<file path="src/rtl/vga_timing_core_if.sv">
// vga_timing_core_if: mode/enable inputs and raster outputs of the VGA timing core
interface vga_timing_core_if #(
    parameter int H_WIDTH = 11,
    parameter int V_WIDTH = 11
);
    logic               resolution_i;
    logic               we_i;
    logic               vga_hs_o;
    logic               vga_vs_o;
    logic [H_WIDTH-1:0] hcount_o;
    logic [V_WIDTH-1:0] vcount_o;
    logic               pixel_enable_o;
    logic               res_active_o;

    modport master (
        output resolution_i, we_i,
        input  vga_hs_o, vga_vs_o, hcount_o, vcount_o, pixel_enable_o, res_active_o
    );

    modport slave (
        input  resolution_i, we_i,
        output vga_hs_o, vga_vs_o, hcount_o, vcount_o, pixel_enable_o, res_active_o
    );
endinterface

</file>
<file path="src/rtl/vga_timing_core.sv">
// vga_timing_core: VGA raster generator for 800x600@60 and 1280x1024@60, mode switches only between frames
module vga_timing_core #(
    parameter int H_WIDTH = 11,
    parameter int V_WIDTH = 11
) (
    input  logic clk_i,
    input  logic arstn_i,
    vga_timing_core_if.slave bus
);
    localparam logic [0:0] RES_800_600   = 1'b0;
    localparam logic [0:0] RES_1280_1024 = 1'b1;

    logic [H_WIDTH-1:0] hcnt_q, hcnt_d;
    logic [V_WIDTH-1:0] vcnt_q, vcnt_d;
    logic [0:0]         res_q, res_d;
    logic [H_WIDTH-1:0] h_disp, h_sync_start, h_sync_end, h_last;
    logic [V_WIDTH-1:0] v_disp, v_sync_start, v_sync_end, v_last;
    logic               h_wrap, v_wrap;

    // Timing table for the mode currently being generated; unknown encodings use 800x600
    always_comb begin
        case (res_q)
            RES_1280_1024: begin
                h_disp       = H_WIDTH'(1280);
                h_sync_start = H_WIDTH'(1280 + 48);
                h_sync_end   = H_WIDTH'(1280 + 48 + 112);
                h_last       = H_WIDTH'(1688 - 1);
                v_disp       = V_WIDTH'(1024);
                v_sync_start = V_WIDTH'(1024 + 1);
                v_sync_end   = V_WIDTH'(1024 + 1 + 3);
                v_last       = V_WIDTH'(1066 - 1);
            end
            default: begin
                h_disp       = H_WIDTH'(800);
                h_sync_start = H_WIDTH'(800 + 40);
                h_sync_end   = H_WIDTH'(800 + 40 + 128);
                h_last       = H_WIDTH'(1056 - 1);
                v_disp       = V_WIDTH'(600);
                v_sync_start = V_WIDTH'(600 + 1);
                v_sync_end   = V_WIDTH'(600 + 1 + 4);
                v_last       = V_WIDTH'(628 - 1);
            end
        endcase
    end

    assign h_wrap = hcnt_q == h_last;
    assign v_wrap = vcnt_q == v_last;

    // Raster advance; the mode is sampled only on the last pixel of a frame
    always_comb begin
        hcnt_d = hcnt_q;
        vcnt_d = vcnt_q;
        res_d  = res_q;
        if (bus.we_i) begin
            hcnt_d = h_wrap ? '0 : hcnt_q + H_WIDTH'(1);
            if (h_wrap) vcnt_d = v_wrap ? '0 : vcnt_q + V_WIDTH'(1);
            if (h_wrap && v_wrap) res_d = bus.resolution_i;
        end
    end

    // Counter and mode state, cleared to (0,0) in 800x600 by the async reset
    always_ff @(posedge clk_i or negedge arstn_i) begin
        if (!arstn_i) begin
            hcnt_q <= '0;
            vcnt_q <= '0;
            res_q  <= RES_800_600;
        end else begin
            hcnt_q <= hcnt_d;
            vcnt_q <= vcnt_d;
            res_q  <= res_d;
        end
    end

    assign bus.hcount_o       = hcnt_q;
    assign bus.vcount_o       = vcnt_q;
    assign bus.res_active_o   = res_q[0];
    assign bus.vga_hs_o       = (hcnt_q >= h_sync_start) && (hcnt_q < h_sync_end);
    assign bus.vga_vs_o       = (vcnt_q >= v_sync_start) && (vcnt_q < v_sync_end);
    assign bus.pixel_enable_o = (hcnt_q < h_disp) && (vcnt_q < v_disp);
endmodule

</file>
<file path="src/flat_wrapper.sv">
// flat-port wrapper written by rule: the top's interface ports become plain ports
module vga_timing_core_flat 
#(
    parameter int H_WIDTH = 11,
    parameter int V_WIDTH = 11
)
  (clk_i, arstn_i, bus_resolution_i, bus_we_i, bus_vga_hs_o, bus_vga_vs_o, bus_hcount_o, bus_vcount_o, bus_pixel_enable_o, bus_res_active_o);
  vga_timing_core_if #(.H_WIDTH(H_WIDTH), .V_WIDTH(V_WIDTH)) bus_i ();
  input  logic clk_i;
  input  logic arstn_i;
  input wire logic [$bits(bus_i.resolution_i)-1:0] bus_resolution_i;
  input wire logic [$bits(bus_i.we_i)-1:0] bus_we_i;
  output wire logic [$bits(bus_i.vga_hs_o)-1:0] bus_vga_hs_o;
  output wire logic [$bits(bus_i.vga_vs_o)-1:0] bus_vga_vs_o;
  output wire logic [$bits(bus_i.hcount_o)-1:0] bus_hcount_o;
  output wire logic [$bits(bus_i.vcount_o)-1:0] bus_vcount_o;
  output wire logic [$bits(bus_i.pixel_enable_o)-1:0] bus_pixel_enable_o;
  output wire logic [$bits(bus_i.res_active_o)-1:0] bus_res_active_o;
  assign bus_i.resolution_i = bus_resolution_i;
  assign bus_i.we_i = bus_we_i;
  assign bus_vga_hs_o = bus_i.vga_hs_o;
  assign bus_vga_vs_o = bus_i.vga_vs_o;
  assign bus_hcount_o = bus_i.hcount_o;
  assign bus_vcount_o = bus_i.vcount_o;
  assign bus_pixel_enable_o = bus_i.pixel_enable_o;
  assign bus_res_active_o = bus_i.res_active_o;
  vga_timing_core #(.H_WIDTH(H_WIDTH), .V_WIDTH(V_WIDTH)) u_core (.clk_i(clk_i), .arstn_i(arstn_i), .bus(bus_i));
endmodule
</file>
<file path="config.mk">
export PLATFORM = sky130hd
export DESIGN_NAME = vga_timing_core_flat
export DESIGN_NICKNAME = d
export VERILOG_FILES = /design/src/rtl/vga_timing_core_if.sv /design/src/rtl/vga_timing_core.sv /design/src/flat_wrapper.sv
export SDC_FILE = /design/constraint.sdc
export NUM_CORES = 1
export LEC_CHECK = 0
export BUFFER_PORTS_ARGS = -buffer_cell sky130_fd_sc_hd__buf_2
export CORE_MARGIN = 2
export CORE_UTILIZATION = 28
export DETAILED_ROUTE_END_ITERATION = 10
export GPL_TIMING_DRIVEN = 0
export PLACE_DENSITY_LB_ADDON = 0.25
export SLEW_MARGIN = 20
export SYNTH_ARGS = -nofsm -noshare
export SYNTH_HDL_FRONTEND = slang
export SYNTH_SLANG_ARGS = --single-unit
</file>
<file path="constraint.sdc">
create_clock -name clk_i -period 5.7 [get_ports clk_i]
set_input_delay 1.71 -clock clk_i [delete_from_list [all_inputs] [get_ports clk_i]]
set_output_delay 1.71 -clock clk_i [all_outputs]
set_load 0.01 [all_outputs]
</file>
Word level (Yosys, flattened, before mapping):

Index checks and enable logic that the tools add are counted.

* add/sub/neg operators: 2
* order comparisons: 6
* equality and inequality tests: 2
* muxes and demuxes: 10
* reductions and logical operators: 6

Operators with widths (number)
* $mux 11: 9
* $lt 11x11->1: 4
* $add 11x1->11 const B: 2
* $eq 11x11->1: 2
* $ge 11x11->1: 2
* $mux 10: 1
* $logic_and 1x1->1: 4
* $reduce_and 2->1: 2

* register bits after elaboration: 23
* input bits: 4
* word-level logic and storage cells: 29

Depth between registers and ports, before layout:

* depth after elaboration: 4
* depth in mapped cells: 7
* mapped depth without buffers: 6

Worst setup path after synthesis:

OpenSTA, ideal clock, no wires.

* path kind: flip-flop to output port
* start point: reg u_core.res_q, in the netlist u_core.bus.res_active_o
* end point: out bus_vga_hs_o
* arrival time: 1793 ps
* required time: 3990 ps
* slack: 2197 ps
* stages on the path, launching flop included: 7
* cell sequence: dfrtp_1 inv_1 ha_1 nand3b_1 a21boi_0 o211a_1 o31a_1

* longest elaborated chain between the ends: 3

Ends and longest elaborated chain
* from (decl): line vga_timing_core.sv:15 `logic [0:0] res_q, res_d;`
* from (signal assigned): line vga_timing_core.sv:70 `res_q <= res_d;`
* $mux 11: line vga_timing_core.sv:22 `case (res_q)`
* $ge 11x11->1 or $lt 11x11->1 (tied branches): line vga_timing_core.sv:77 `assign bus.vga_hs_o = (hcnt_q >= h_sync_start) && (hcnt_q < h_sync_end);`
* $logic_and 1x1->1 (*): line vga_timing_core.sv:77
* to (decl): line flat_wrapper.sv:13 `output wire logic [$bits(bus_i.vga_hs_o)-1:0] bus_vga_hs_o;`

Mark *: on every way between the ends. The rest lies on a longest branch, timed or not.

Final worst setup path:

Same ends and word-level chain as after synthesis.

==> results.json <==
{
  "hp-class": "flip-flop to flip-flop",
  "reg2reg_to": "u_core.bus.res_active_o$_DFFE_PN0P_",
  "synth_cell_types": 51,
  "wl_microns": 3880,
  "finalCoreUtilization_pct": 33.4,
  "cp_slowest_cell": "dfrtp_1",
  "routedWlPerCell_microns": 13.9,
  "cp_top_family": "flip-flops",
  "grt_overflow": 0,
  "hpwl_microns": 2890,
  "r2r-start": "u_core.bus.res_active_o$_DFFE_PN0P_",
  "rr_worst_depth": 6,
  "clock_sinks": 23,
  "cts_tree": "done",
  "crit_fanout": 12,
  "dr.pass1.iters": 4,
  "timing_hold_violations_final": 0,
  "drive_gt1_share_pct": 22.9,
  "critPathLaunch": "u_core.bus.res_active_o$_DFFE_PN0P_",
  "power_density_nw_per_um2": 229,
  "critPathRequiredTime_ps": 3990,
  "max_stage_delay_ps": 670,
  "dp_cells": 276,
  "antenna_found_initial": 0,
  "vias": 1362,
  "antenna_cells": 0,
  "avgViaCountPerCell": 4.86,
  "synth-async-reset-ratio_pct": 100,
  "cts_resized": 0,
  "synth_edf_count": 0,
  "die_w_microns": 81.2,
  "worstHoldStart": "u_core.bus.vcount_o[7]$_DFFE_PN0P_",
  "coreArea_sq_um": 5850,
  "syn_nets": 193,
  "hold_end": "u_core.bus.vcount_o[7]$_DFFE_PN0P_",
  "status": "completed",
  "dieArea_sq_um": 6590,
  "critPathBufInv": 2,
  "setup_viol": 0,
  "yosysWarnings": 0,
  "clock_path_buffers": 2,
  "nets": 227,
  "cts_root_buf": "clkbuf_8",
  "fmax_ghz": 0.245,
  "slew_violations": 0,
  "path_class": "flip-flop to primary output",
  "grt_pass1_wl_microns": 6600,
  "r2r_slack_ps": 3290,
  "cp.arrival_ps": 2370,
  "path_cells": "inv_1 > ha_1 > nand3b_1 > a21boi_0 > o211a_1 > o31a_1 > buf_2",
  "htreeDepth": 1,
  "rsz0062_at_grt": "no",
  "power_leakage_nw": 0.942,
  "grt_max_degree": 24,
  "numCtsBuffers": 3,
  "post-route-period-util_pct": 71.5,
  "worst_pin_slew_ps": 539,
  "cp-end-kind": "primary output",
  "skew_ps": 6.79,
  "start_util_pct": 28.5,
  "cts_hold_repair.buffers": 0,
  "place_congestion": 0.783,
  "ir_worst_vdd_mv": 0.0877,
  "maxCapViolations": 0,
  "postCtsSetupBuffers": 0,
  "synth_area_per_cell_sq_um": 9.70,
  "synth-main-ff-cell": "dfrtp_1",
  "yosysSeqAreaShare_pct": 34.5,
  "ys_ff_latch": 23,
  "numPortBuffers": 29,
  "drc": 0,
  "setup_tns_ps": 0,
  "p_total_w": 0.000447,
  "grtUsageTotal_pct": 12.9,
  "synthCells": 172,
  "whs_path_depth": 1,
  "num_io_pins": 30,
  "drt_iter0_drc": 43,
  "area_growth_pct": 17.0,
  "syn_area_sq_um": 1670,
  "drtAntennaViolNets": 0,
  "timing.final.crit_period_ps": 4080,
  "clock_latency_ps": 270,
  "fin_cells": 280,
  "start_kind": "flip-flop",
  "die_y_microns": 81.2,
  "clkTransAtPathRegs_ps": 90,
  "rows": 28,
  "max_slew_margin_pct": 64.0,
  "grt_pass1_vias": 1382
}
==> per-layer routing <==
layer / up-vias / global-route usage (%) / wire length (microns)
li1: 696 / - / -
met1: 643 / 16.9 / 1870
met2: 21 / 21.8 / 1850
met3: 2 / 2.78 / 149
met4: 0 / 2.71 / 17
met5: - / 0 / 0
==> metrics by stage <==
stage,cell area [sq um],setup WS (ps),hold WS (ps)
6_report,1950,1620,541
5_1_grt,1950,1420,601
2_1_floorplan,1670,2200,540
3_3_place_gp,1910,1840,529
4_1_cts,1950,1550,547
3_5_place_dp,1910,1850,534
==> cell families (layout without fill, tap and decap cells) <==
group                    count (synthesis)  after routing  share of synthesized area [%]
flip-flops                              23             23                           34.5
AND/OR/NAND/NOR                         68             68                           27.2
adder cells (fa/ha/maj)                 17             17                           12.7
XOR/XNOR                                11             11                           6.22
buffers and inverters                   16             49                           5.25
multiplexers                             3              3                           1.87
AO/OA/AOI/OAI                           34             34                           12.2
==> synth_stat cells (all sizes together), types with 2 or more instances <==
cell type  count  area (sq um)
nor3           6          35.0
mux2i          2          20.0
nand2          9          33.8
and2           2          12.5
inv           11          41.3
nand2b         3          18.8
o22ai          4          25.0
dfrtp         23           576
o31a           2          17.5
xor2           5          51.3
and4bb         2          28.8
nor2           9          33.8
or3            2          12.5
o21ai          9          45.0
nand4b         2          32.5
and3           4          30.0
ha            17           213
nand4          9          56.3
nand3          9          50.1
nor3b          2          26.3
xnor2          6          52.6
a21oi         12          60.1
buf            5          46.3
==> cell usage in the layout (no fill, tap or decap), types with 3 or more instances in the layout <==
master,synthesis,routed
buf_2,1,30
dfrtp_1,23,23
ha_1,17,17
a21oi_1,12,12
inv_1,11,11
nor2_1,9,9
nand4_1,9,9
nand2_1,9,9
nand3_1,8,8
o21ai_0,6,6
xnor2_1,6,6
nor3_1,5,5
xor2_1,4,4
o22ai_1,4,4
nand2b_1,3,3
and3_1,3,3
o21ai_1,3,3
clkbuf_8,0,3
==> power by group <==
group | leakage (nW) | switching, W | internal (W) | total [W]
registers | 0.284 | 0.0000364 | 0.000183 | 0.000219
logic | 0.636 | 0.0000636 | 0.0000602 | 0.000124
clock network | 0.0228 | 0.0000543 | 0.0000500 | 0.000104
total | 0.942 | 0.000154 | 0.000293 | 0.000447
==> sequential cells by signal, summed over array words and instances, names as in the netlist <==
signal and flops:
u_core.bus.hcount_o 11, u_core.bus.vcount_o 11, u_core.bus.res_active_o 1
==> final cells by class <==
cell class                      instances  area [sq um]
Fill cell                             628          3900
Multi-Input combinational cell        133          1010
Clock buffer                            4          45.0
Tap cell                               75          93.8
Buffer                                  5          46.3
Timing Repair Buffer                   29           145
Sequential cell                        23           576
Inverter                               11          41.3
==> worst max path at each step <==
stage | endpoint | cells after the start
after CTS | bus_vga_hs_o | 7
final | bus_vga_hs_o | 7
after detailed placement | bus_vga_hs_o | 7
after global placement | bus_vga_hs_o | 7
after global routing | bus_vga_hs_o | 7
after floorplan | bus_vga_hs_o | 6
Power figures use the tool's default switching activity.
